**src/rtl/dram_port_arbiter_if.sv**
```systemverilog
`default_nettype none
// ============================================================================
// Module   : dram_port_arbiter_if
// Purpose  : Requester and RAM-side signal bundle for the data-RAM arbiter.
// Revision : 1.0  initial release
// ============================================================================
interface dram_port_arbiter_if #(
    parameter int ADDR_W = 10,
    parameter int DATA_W = 32
);
    logic              m0_req;
    logic              m0_we;
    logic [ADDR_W-1:0] m0_addr;
    logic [DATA_W-1:0] m0_wdata;
    logic              m0_gnt;
    logic              m0_rvalid;
    logic [DATA_W-1:0] m0_rdata;

    logic              m1_req;
    logic              m1_we;
    logic [ADDR_W-1:0] m1_addr;
    logic [DATA_W-1:0] m1_wdata;
    logic              m1_gnt;
    logic              m1_rvalid;
    logic [DATA_W-1:0] m1_rdata;

    logic [ADDR_W-1:0] ram_addr;
    logic [DATA_W-1:0] ram_data_in;
    logic              ram_we;
    logic [DATA_W-1:0] ram_data_out;
    logic              busy;

    // Arbiter side
    modport slave (
        input  m0_req, m0_we, m0_addr, m0_wdata,
        output m0_gnt, m0_rvalid, m0_rdata,
        input  m1_req, m1_we, m1_addr, m1_wdata,
        output m1_gnt, m1_rvalid, m1_rdata,
        output ram_addr, ram_data_in, ram_we, busy,
        input  ram_data_out
    );

    // Requesters plus RAM model side
    modport master (
        output m0_req, m0_we, m0_addr, m0_wdata,
        input  m0_gnt, m0_rvalid, m0_rdata,
        output m1_req, m1_we, m1_addr, m1_wdata,
        input  m1_gnt, m1_rvalid, m1_rdata,
        input  ram_addr, ram_data_in, ram_we, busy,
        output ram_data_out
    );
endinterface
`default_nettype wire

```
**src/rtl/dram_port_arbiter.sv**
```systemverilog
`default_nettype none
// ============================================================================
// Module   : dram_port_arbiter
// Purpose  : Round-robin two-master sequencer for the single-port data RAM,
//            one transaction in flight, read data returned after RD_LAT.
// Revision : 1.0  initial release
// ============================================================================
module dram_port_arbiter #(
    parameter int ADDR_W = 10,
    parameter int DATA_W = 32,
    parameter int RD_LAT = 1    // legal range 1..3
) (
    input  wire logic          clk,
    input  wire logic          RSTN,
    dram_port_arbiter_if.slave bus
);

    typedef enum logic [1:0] {
        S_IDLE  = 2'd0,
        S_ISSUE = 2'd1,
        S_WAIT  = 2'd2
    } state_t;

    localparam logic [1:0] LAST_WAIT = 2'(RD_LAT - 1);

    state_t            state_q,       state_d;
    logic              rr_ptr_q,      rr_ptr_d;
    logic              owner_q,       owner_d;
    logic [1:0]        wait_cnt_q,    wait_cnt_d;
    logic [ADDR_W-1:0] ram_addr_q,    ram_addr_d;
    logic [DATA_W-1:0] ram_data_in_q, ram_data_in_d;
    logic              ram_we_q,      ram_we_d;
    logic              m0_gnt_q,      m0_gnt_d;
    logic              m1_gnt_q,      m1_gnt_d;
    logic              m0_rvalid_q,   m0_rvalid_d;
    logic              m1_rvalid_q,   m1_rvalid_d;
    logic [DATA_W-1:0] m0_rdata_q,    m0_rdata_d;
    logic [DATA_W-1:0] m1_rdata_q,    m1_rdata_d;
    logic              busy_q,        busy_d;
    logic              win;

    always_comb begin
        state_d       = state_q;
        rr_ptr_d      = rr_ptr_q;
        owner_d       = owner_q;
        wait_cnt_d    = wait_cnt_q;
        ram_addr_d    = ram_addr_q;
        ram_data_in_d = ram_data_in_q;
        ram_we_d      = ram_we_q;
        m0_gnt_d      = 1'b0;
        m1_gnt_d      = 1'b0;
        m0_rvalid_d   = 1'b0;
        m1_rvalid_d   = 1'b0;
        m0_rdata_d    = m0_rdata_q;
        m1_rdata_d    = m1_rdata_q;
        // rr_ptr=1 means m1 is favoured on a tie
        win           = bus.m1_req && (!bus.m0_req || rr_ptr_q);

        case (state_q)
            S_IDLE: begin
                if (bus.m0_req || bus.m1_req) begin
                    owner_d  = win;
                    rr_ptr_d = ~win;
                    state_d  = S_ISSUE;
                    if (win) begin
                        ram_addr_d    = bus.m1_addr;
                        ram_data_in_d = bus.m1_wdata;
                        ram_we_d      = bus.m1_we;
                        m1_gnt_d      = 1'b1;
                    end else begin
                        ram_addr_d    = bus.m0_addr;
                        ram_data_in_d = bus.m0_wdata;
                        ram_we_d      = bus.m0_we;
                        m0_gnt_d      = 1'b1;
                    end
                end
            end

            S_ISSUE: begin
                // ram_we_q still marks a write during the issue cycle
                ram_we_d   = 1'b0;
                wait_cnt_d = 2'd0;
                state_d    = ram_we_q ? S_IDLE : S_WAIT;
            end

            S_WAIT: begin
                if (wait_cnt_q == LAST_WAIT) begin
                    wait_cnt_d = 2'd0;
                    state_d    = S_IDLE;
                    if (owner_q) begin
                        m1_rdata_d  = bus.ram_data_out;
                        m1_rvalid_d = 1'b1;
                    end else begin
                        m0_rdata_d  = bus.ram_data_out;
                        m0_rvalid_d = 1'b1;
                    end
                end else begin
                    wait_cnt_d = wait_cnt_q + 2'd1;
                end
            end

            default: begin
                state_d  = S_IDLE;
                ram_we_d = 1'b0;
            end
        endcase

        busy_d = (state_d != S_IDLE);
    end

    always_ff @(posedge clk or negedge RSTN) begin
        if (!RSTN) begin
            state_q       <= S_IDLE;
            rr_ptr_q      <= 1'b0;
            owner_q       <= 1'b0;
            wait_cnt_q    <= 2'd0;
            ram_addr_q    <= '0;
            ram_data_in_q <= '0;
            ram_we_q      <= 1'b0;
            m0_gnt_q      <= 1'b0;
            m1_gnt_q      <= 1'b0;
            m0_rvalid_q   <= 1'b0;
            m1_rvalid_q   <= 1'b0;
            m0_rdata_q    <= '0;
            m1_rdata_q    <= '0;
            busy_q        <= 1'b0;
        end else begin
            state_q       <= state_d;
            rr_ptr_q      <= rr_ptr_d;
            owner_q       <= owner_d;
            wait_cnt_q    <= wait_cnt_d;
            ram_addr_q    <= ram_addr_d;
            ram_data_in_q <= ram_data_in_d;
            ram_we_q      <= ram_we_d;
            m0_gnt_q      <= m0_gnt_d;
            m1_gnt_q      <= m1_gnt_d;
            m0_rvalid_q   <= m0_rvalid_d;
            m1_rvalid_q   <= m1_rvalid_d;
            m0_rdata_q    <= m0_rdata_d;
            m1_rdata_q    <= m1_rdata_d;
            busy_q        <= busy_d;
        end
    end

    assign bus.m0_gnt      = m0_gnt_q;
    assign bus.m1_gnt      = m1_gnt_q;
    assign bus.m0_rvalid   = m0_rvalid_q;
    assign bus.m1_rvalid   = m1_rvalid_q;
    assign bus.m0_rdata    = m0_rdata_q;
    assign bus.m1_rdata    = m1_rdata_q;
    assign bus.ram_addr    = ram_addr_q;
    assign bus.ram_data_in = ram_data_in_q;
    assign bus.ram_we      = ram_we_q;
    assign bus.busy        = busy_q;

endmodule
`default_nettype wire

```
**src/flat_wrapper.sv**
```systemverilog
// flat-port wrapper written by rule: the top's interface ports become plain ports
module dram_port_arbiter_flat 
#(
    parameter int ADDR_W = 10,
    parameter int DATA_W = 32,
    parameter int RD_LAT = 1                       
)
  (clk, RSTN, bus_m0_req, bus_m0_we, bus_m0_addr, bus_m0_wdata, bus_m0_gnt, bus_m0_rvalid, bus_m0_rdata, bus_m1_req, bus_m1_we, bus_m1_addr, bus_m1_wdata, bus_m1_gnt, bus_m1_rvalid, bus_m1_rdata, bus_ram_addr, bus_ram_data_in, bus_ram_we, bus_busy, bus_ram_data_out);
  dram_port_arbiter_if #(.ADDR_W(ADDR_W), .DATA_W(DATA_W)) bus_i ();
  input  wire logic clk;
  input  wire logic RSTN;
  input wire logic [$bits(bus_i.m0_req)-1:0] bus_m0_req;
  input wire logic [$bits(bus_i.m0_we)-1:0] bus_m0_we;
  input wire logic [$bits(bus_i.m0_addr)-1:0] bus_m0_addr;
  input wire logic [$bits(bus_i.m0_wdata)-1:0] bus_m0_wdata;
  output wire logic [$bits(bus_i.m0_gnt)-1:0] bus_m0_gnt;
  output wire logic [$bits(bus_i.m0_rvalid)-1:0] bus_m0_rvalid;
  output wire logic [$bits(bus_i.m0_rdata)-1:0] bus_m0_rdata;
  input wire logic [$bits(bus_i.m1_req)-1:0] bus_m1_req;
  input wire logic [$bits(bus_i.m1_we)-1:0] bus_m1_we;
  input wire logic [$bits(bus_i.m1_addr)-1:0] bus_m1_addr;
  input wire logic [$bits(bus_i.m1_wdata)-1:0] bus_m1_wdata;
  output wire logic [$bits(bus_i.m1_gnt)-1:0] bus_m1_gnt;
  output wire logic [$bits(bus_i.m1_rvalid)-1:0] bus_m1_rvalid;
  output wire logic [$bits(bus_i.m1_rdata)-1:0] bus_m1_rdata;
  output wire logic [$bits(bus_i.ram_addr)-1:0] bus_ram_addr;
  output wire logic [$bits(bus_i.ram_data_in)-1:0] bus_ram_data_in;
  output wire logic [$bits(bus_i.ram_we)-1:0] bus_ram_we;
  output wire logic [$bits(bus_i.busy)-1:0] bus_busy;
  input wire logic [$bits(bus_i.ram_data_out)-1:0] bus_ram_data_out;
  assign bus_i.m0_req = bus_m0_req;
  assign bus_i.m0_we = bus_m0_we;
  assign bus_i.m0_addr = bus_m0_addr;
  assign bus_i.m0_wdata = bus_m0_wdata;
  assign bus_m0_gnt = bus_i.m0_gnt;
  assign bus_m0_rvalid = bus_i.m0_rvalid;
  assign bus_m0_rdata = bus_i.m0_rdata;
  assign bus_i.m1_req = bus_m1_req;
  assign bus_i.m1_we = bus_m1_we;
  assign bus_i.m1_addr = bus_m1_addr;
  assign bus_i.m1_wdata = bus_m1_wdata;
  assign bus_m1_gnt = bus_i.m1_gnt;
  assign bus_m1_rvalid = bus_i.m1_rvalid;
  assign bus_m1_rdata = bus_i.m1_rdata;
  assign bus_ram_addr = bus_i.ram_addr;
  assign bus_ram_data_in = bus_i.ram_data_in;
  assign bus_ram_we = bus_i.ram_we;
  assign bus_busy = bus_i.busy;
  assign bus_i.ram_data_out = bus_ram_data_out;
  dram_port_arbiter #(.ADDR_W(ADDR_W), .DATA_W(DATA_W), .RD_LAT(RD_LAT)) u_core (.clk(clk), .RSTN(RSTN), .bus(bus_i));
endmodule
```
**config.mk**
```make
export PLATFORM = sky130hd
export DESIGN_NAME = dram_port_arbiter_flat
export DESIGN_NICKNAME = d
export VERILOG_FILES = /design/src/rtl/dram_port_arbiter_if.sv /design/src/rtl/dram_port_arbiter.sv /design/src/flat_wrapper.sv
export SDC_FILE = /design/constraint.sdc
export NUM_CORES = 1
export LEC_CHECK = 0
export CELL_PAD_IN_SITES_DETAIL_PLACEMENT = 0
export CELL_PAD_IN_SITES_GLOBAL_PLACEMENT = 1
export CORE_MARGIN = 1
export CORE_UTILIZATION = 34
export CTS_CLUSTER_SIZE = 28
export DETAILED_ROUTE_END_ITERATION = 8
export PLACE_DENSITY = 0.84
export REMOVE_ABC_BUFFERS = 1
export SKIP_LAST_GASP = 1
export SLEW_MARGIN = 20
export SYNTH_ARGS = -nofsm -noshare
export SYNTH_HDL_FRONTEND = slang
export SYNTH_SLANG_ARGS = --single-unit
```
**constraint.sdc**
```tcl
create_clock -name clk -period 4.23 [get_ports clk]
set_clock_uncertainty 0.05 [all_clocks]
set_input_delay 0.846 -clock clk [delete_from_list [all_inputs] [get_ports clk]]
set_output_delay 0.846 -clock clk [all_outputs]
set_load 0.02 [all_outputs]
```
==> results by group <==
Flow run
  – Max Cap Viol: 0

Layout
  – Layout Cells excl Fill: 756
  – Layout cell share with drive strength beyond 1: 18.10%
  – Ant. Diodes: 0
  – Commonest non-fill, non-tap cell in the layout: clkdlybuf4s50_1
  – Area Growth Syn to Fin: 64.91%
  – Nets@finish: 695
  – Fill count: 1107
  – Most frequent cells in the layout: 232 x clkdlybuf4s50_1, 118 x dfrtp_1, 64 x mux2_2, 42 x and2_1, 42 x a221o_1
  – Final Cell Area: 7886 um2

Setup path
  – Worst endpoint required time: 3.33 ns
  – Bufs and invs on worst path: 1
  – CP top delay family: buffers and inverters
  – CP Capture Type: primary output
  – Worst path slowest cell: clkdlybuf4s50_1
  – CP Class: reg -> out
  – Crit path launch type: flop
  – Crit path largest cell delay: 0.68 ns
  – CP max FO: 2
  – Critical Path AT: 1.43 ns
  – Worst path cell trace: clkdlybuf4s50_1

Routing
  – Initial DRC count: 150
  – Wirelength per Cell: 17.08 um
  – DR pass1 iterations: 4
  – WL final: 12920 um
  – DR vias/cell: 4.884
  – DRC errors left: 0
  – Via Count: 3692
  – Antenna-violating nets left: 0

Synthesis
  – Simple-gate share of the synthesized area: 7.378%
  – Yosys Warn Count: 0
  – Seq/Total Area, Yosys: 61.75%
  – Seq cells post-synth: 118
  – Largest family of logic cells by synthesized area: multiplexers
  – Synth area leaders: dfrtp_1 62%, mux2_2 15%, a221o_1 8.8%
  – Post-synth top area cell: dfrtp_1
  – Synth cell types: 28
  – Post-Synth XOR/XNOR Area: 0%
  – Cell area after synthesis: 4782 um2
  – Post-synthesis adder-cell area fraction: 1.570%
  – Mux share of post-synthesis cell area: 15.07%
  – Synth top area share: 61.75%
  – Complex-gate fraction of the synthesized area: 10.86%
  – Syn Area/Cell: 14.40 um2
  – Cells after Synth: 332

STA
  – Pins Over Slew Limit: 0
  – Fin. Hold Viols: 0
  – Fin crit share: 54.94%
  – Setup_tns: 0 ns
  – Slew Limit Headroom: 53.09%
  – Peak Freq: 430.3 MHz
  – Finish-stage setup viols: 0
  – Unrepaired setup endpoints after global routing: false
  – Actual transition at the worst max-transition pin: 0.7036 ns
  – Post-route setup slack: 1.906 ns
  – Final min period: 2.324 ns

CTS
  – Worst-case clock buffer depth: 2
  – Total CTS buffers: 17
  – Worst-Skew Late Latency: 0.41 ns
  – Setup Buffers After CTS: 0
  – Clk root buf: clkbuf_16
  – CTS sink count: 118
  – CTS clk-pin slew, worst paths: 0.05 ns
  – Max H-tree Level: 4
  – Post-CTS sizing: 0
  – CTS tree: yes
  – # hold bufs at CTS: 0

Power and ir drop
  – Leak Pwr: 3.315 nW
  – Seq pwr share: 30.5%
  – Power after layout: 6.465 mW
  – Pwr per Cell Area: 819.8 nW/um2
  – Clock share of power: 22.5%
  – P_int: 4.264 mW
  – Sw Ratio: 34.05%
  – Combinational share of power: 47.0%
  – Max VDD drop: 384.4 uV
  – Psw: 2.201 mW

Global route
  – Met2 Use GR: 31.00%
  – All-Layer GR Usage: 18.25%
  – Overflow after GRT: 0
  – GRT met1 Usage: 19.71%
  – Gr busiest metal: met2
  – First-pass GRT wire length: 19850 um
  – Initial antenna violation count: 0
  – Largest net degree at the start of global routing: 66
  – Met3 GRT Util: 7.500%
  – Number of global-route vias before repair: 3930

Place
  – Gpl congestion: 0.7405
  – Post-DP Area: 7251 um2
  – I/O Buffers: 233
  – Post-Place Cells: 723
  – Place WS: 1.359 ns
  – HPWL after DPL: 9156 um

Floorplan
  – Top-Level Pins: 234
  – Die Wd: 120.6 um
  – Full die area: 14540 um2
  – Starting Density: 35.55%
  – Core box area: 13450 um2
  – Rows: 42
  – DIE HEIGHT: 120.6 um

Worst hold path
  – HP Class: in -> async

Run status
  – Status: complete, no violations
layout make-up:
class                           count  area (um2)  share of cell area (%)
Clock buffer                       20       456.7                   5.791
Clock inverter                     12       151.4                   1.920
Inverter                            7       26.28                  0.3332
Multi-Input combinational cell    185        1679                   21.29
Sequential cell                   118        2953                   37.44
Tap cell                          176       220.2                   2.792
Timing Repair Buffer              238        2400                   30.43
cells by family (layout without fill, tap and decap cells):
group / count (synthesis) / in the layout
DFF: 118 / 118
muxes: 64 / 64
AOI/OAI and AO/OA: 58 / 58
and+or+nand+nor: 57 / 57
buffers and inverters: 29 / 277
adders and majority gates: 6 / 6
metal layers:
metal  share of wire (%)  vias up  wire [um]
li1                    -     1692          -
met1                  39     1786       5036
met2                  49      193       6303
met3                  10       21       1322
met4                 2.0        0        254
met5                   0        -          0
final timing paths:
| check | to | cells past startpoint | startpoint | slack [ns] |
|---|---|---|---|---|
| worst max-delay path | bus_ram_data_in[9] | 1 | u_core.bus.ram_data_in[9] | 1.91 |
| worst min-delay path | u_core.bus.m0_rdata[25] | 1 | RSTN | 0.43 |
| worst max register to register | u_core.bus.ram_data_in[21] | 6 | u_core.state_q[0] | 2.27 |
| worst min register to register | u_core.owner_q | 1 | u_core.owner_q | 0.45 |
| max in group asynchronous | u_core.bus.ram_data_in[21] | 2 | RSTN | 2.91 |
| min in group clk | u_core.owner_q | 1 | u_core.owner_q | 0.45 |
synthesized netlist by cell type:
| cell | number |
|---|---|
| a31oi_1 | 1 |
| nand3_1 | 5 |
| a21o_1 | 1 |
| and3_4 | 1 |
| a21oi_2 | 1 |
| inv_1 | 7 |
| nand3b_1 | 1 |
| nand2_1 | 1 |
| a31o_2 | 1 |
| o21ai_0 | 4 |
| dfrtp_1 | 118 |
| nand2b_1 | 1 |
| buf_6 | 5 |
| nor3b_1 | 1 |
| and2_1 | 42 |
| clkbuf_1 | 5 |
| a2111o_1 | 1 |
| mux2_2 | 64 |
| ha_1 | 6 |
| buf_2 | 11 |
| o21ai_1 | 1 |
| nand4_1 | 1 |
| a21oi_1 | 5 |
| a221o_1 | 42 |
| o22ai_1 | 1 |
| nor2b_1 | 3 |
| clkbuf_2 | 1 |
| nor2_1 | 1 |
power by group through the flow:
stage / Clock [mW] / Combinational [mW] / Sequential (mW)
floorplan: 0 / 0.927 / 2.61
global placement: 0 / 3.01 / 1.95
detailed placement: 0 / 3.06 / 1.98
CTS: 1.49 / 3.06 / 1.98
global route: 1.54 / 3.22 / 2.05
finish: 1.46 / 3.04 / 1.97
sequential cells by signal, summed over array words and instances (netlist names):
signal and cells:
u_core.bus.m0_gnt 1, u_core.bus.m0_rdata 32, u_core.bus.busy 1, u_core.state_q 2, u_core.bus.ram_data_in 32, u_core.bus.ram_we 1
u_core.wait_cnt_q 2, u_core.bus.m1_rvalid 1, u_core.bus.m1_gnt 1, u_core.bus.m0_rvalid 1, u_core.bus.ram_addr 10, u_core.bus.m1_rdata 32
u_core.rr_ptr_q 1, u_core.owner_q 1
metrics by stage:
step	hold slack, ns	util [%]
finish	0.4326	58.62
global route	0.4657	58.62
CTS	0.4506	58.42
detailed placement	0.4398	53.90
global placement	0.4324	53.90
floorplan	0.4137	-
(Power assumes the default switching activity.)
==> RTL edit: new RTL, same settings <==
`ADDR_W` is set to 10 in 3 places; all go to 11.
--- a/src/rtl/dram_port_arbiter_if.sv
+++ b/src/rtl/dram_port_arbiter_if.sv
@@ -7,3 +7,3 @@
 interface dram_port_arbiter_if #(
-    parameter int ADDR_W = 10,
+    parameter int ADDR_W = 11,
     parameter int DATA_W = 32
--- a/src/rtl/dram_port_arbiter.sv
+++ b/src/rtl/dram_port_arbiter.sv
@@ -8,3 +8,3 @@
 module dram_port_arbiter #(
-    parameter int ADDR_W = 10,
+    parameter int ADDR_W = 11,
     parameter int DATA_W = 32,
--- a/src/flat_wrapper.sv
+++ b/src/flat_wrapper.sv
@@ -3,3 +3,3 @@
 #(
-    parameter int ADDR_W = 10,
+    parameter int ADDR_W = 11,
     parameter int DATA_W = 32,
Interface: changed (resized bus_m0_addr, bus_m1_addr and bus_ram_addr); port bits go from 234 to 237. No check against the original RTL was run, so the function may have changed too.
==> RTL edit against the unedited design <==
  * Wire length is 0.16% lower
  * Sequential cell count is 1 higher
  * Area after synthesis is 0.97% higher
  * Critical path type is now flip-flop to flip-flop
  * Final area is 1.2% higher
  * Worst setup slack worse by 0.096 ns
  * Non-clock buffer count grew 2
  * Power up 1.8%
  * Global-route usage fell by 0.35 points
==> RTL edit: results (changes against the unedited design) <==
DPL Wire Length - 8750 um (-4.4%)
Leakage power - 3.35 nW (+1.0%)
Placer congestion estimate - 0.757 (+2.3%)
Internal power - 4.35 mW (+2.1%)
IO buf count - 236 (+1.3%)
DRT iter0 DRCs - 262 (+75%)
TritonRoute pass-1 iters - 5 (+1)
# H-tree levels - 4 (unchanged)
Synth top cells by count - 119 x dfrtp_1, 64 x mux2_2, 43 x a221o_1, 43 x and2_1, 9 x buf_2
Global Route Usage Sum - 17.9% (-0.35 points)
Largest net degree at the start of global routing - 120 (+82%)
Min-delay worst type - flip-flop to flip-flop
Layout Nets - 702 (+1.0%)
Post-synth EDFFs - 0 (unchanged)
Yosys warns - 0 (unchanged)
Via count - 3778 (+2.3%)
CTS resizes - 0 (unchanged)
Status - finished, final reports clean
Number of distinct library cells after synthesis - 29 (+3.6%)
R2r setup slk - 1.81 ns (-0.46 ns)
Fillers - 1138 (+2.8%)
Wirelength per Cell - 16.9 um (-1.2%)
Main area contributors after synthesis - dfrtp_1 62%, mux2_2 15%, a221o_1 8.9%
Worst-path maximum fanout - 33 (+31)
Layout cells sized above 1 - 17.8% (-0.30 points)
First-pass GRT wire length - 19800 um (-0.24%)
Vias in the first global route - 3942 (+0.31%)
Seq/Total Area, Yosys - 61.7% (-0.074 points)
-- RTL edit: cell count changes after synthesis, sizes merged --
cell / unedited run / this run
a221o: 42 / 43
and2: 42 / 43
dfrtp: 118 / 119
-- RTL edit: worst max-delay path: stages, from the launching register on --
cell	delay (ns)
dfrtp_1	0.43
inv_1	0.12
ha_1	0.32
nand3_2	0.77
mux2_2	0.58
-- RTL edit: final timing paths --
| path | startpoint | to | cells after the start |
|---|---|---|---|
| min in group asynchronous | RSTN | u_core.bus.m1_rdata[29]$_DFFE_PN0P_ | 2 |
| worst max-delay path | u_core.state_q[0]$_DFF_PN0_ | u_core.bus.m1_rdata[26]$_DFFE_PN0P_ | 4 |
| worst min-delay path | u_core.bus.m1_rdata[27]$_DFFE_PN0P_ | u_core.bus.m1_rdata[27]$_DFFE_PN0P_ | 1 |
| worst max register to register | u_core.state_q[0]$_DFF_PN0_ | u_core.bus.m1_rdata[26]$_DFFE_PN0P_ | 4 |
| max in group asynchronous | RSTN | u_core.bus.ram_data_in[12]$_DFFE_PN0P_ | 2 |
| worst min register to register | u_core.bus.m1_rdata[27]$_DFFE_PN0P_ | u_core.bus.m1_rdata[27]$_DFFE_PN0P_ | 1 |
-- RTL edit: cell type report --
cell class | count | area share (%)
clock buffer | 24 | 6.41
inverter | 7 | 0.329
clock inverter | 7 | 1.44
multi-input combinational | 187 | 21.3
timing repair buffer | 240 | 30.4
tap | 180 | 2.82
sequential | 119 | 37.3
-- RTL edit: cell families after synthesis --
logic type,Yosys count,share of synthesized area [%]
mux,64,14.9
compound gates,59,11.0
fa+ha+maj,6,1.55
buf+inv,29,3.45
flops,119,61.7
simple gates,58,7.44
-- RTL edit: per-stage QoR --
| step | worst slack, ns | total power, mW | hold slack (ns) | cell area [sq um] | instances |
|---|---|---|---|---|---|
| global route | 1.59 | 6.93 | 0.467 | 7980 | 764 |
| floorplan | 1.90 | 3.57 | 0.414 | 4690 | 313 |
| detailed placement | 1.32 | 5.09 | 0.443 | 7320 | 732 |
| global placement | 1.39 | 5.02 | 0.436 | 7320 | 732 |
| CTS | 1.75 | 6.63 | 0.454 | 7950 | 763 |
| finish | 1.81 | 6.58 | 0.450 | 7980 | 764 |
-- RTL edit: metal layers --
metal  vias up  share of wire [%]  global-route usage [%]
li1       1703                  -                       -
met5         -                  0                       0
met2       196                 48                    29.3
met4         0                2.4                    8.95
met1      1855                 40                    20.6
met3        24                9.3                    6.53
-- RTL edit: power groups by stage --
stage | Combinational [mW] | Sequential (mW) | Clock, mW
after floorplan | 0.936 | 2.63 | 0
after global placement | 3.04 | 1.98 | 0
after detailed placement | 3.09 | 2.00 | 0
after CTS | 3.10 | 2.01 | 1.53
after global routing | 3.27 | 2.07 | 1.58
final | 3.08 | 2.00 | 1.50
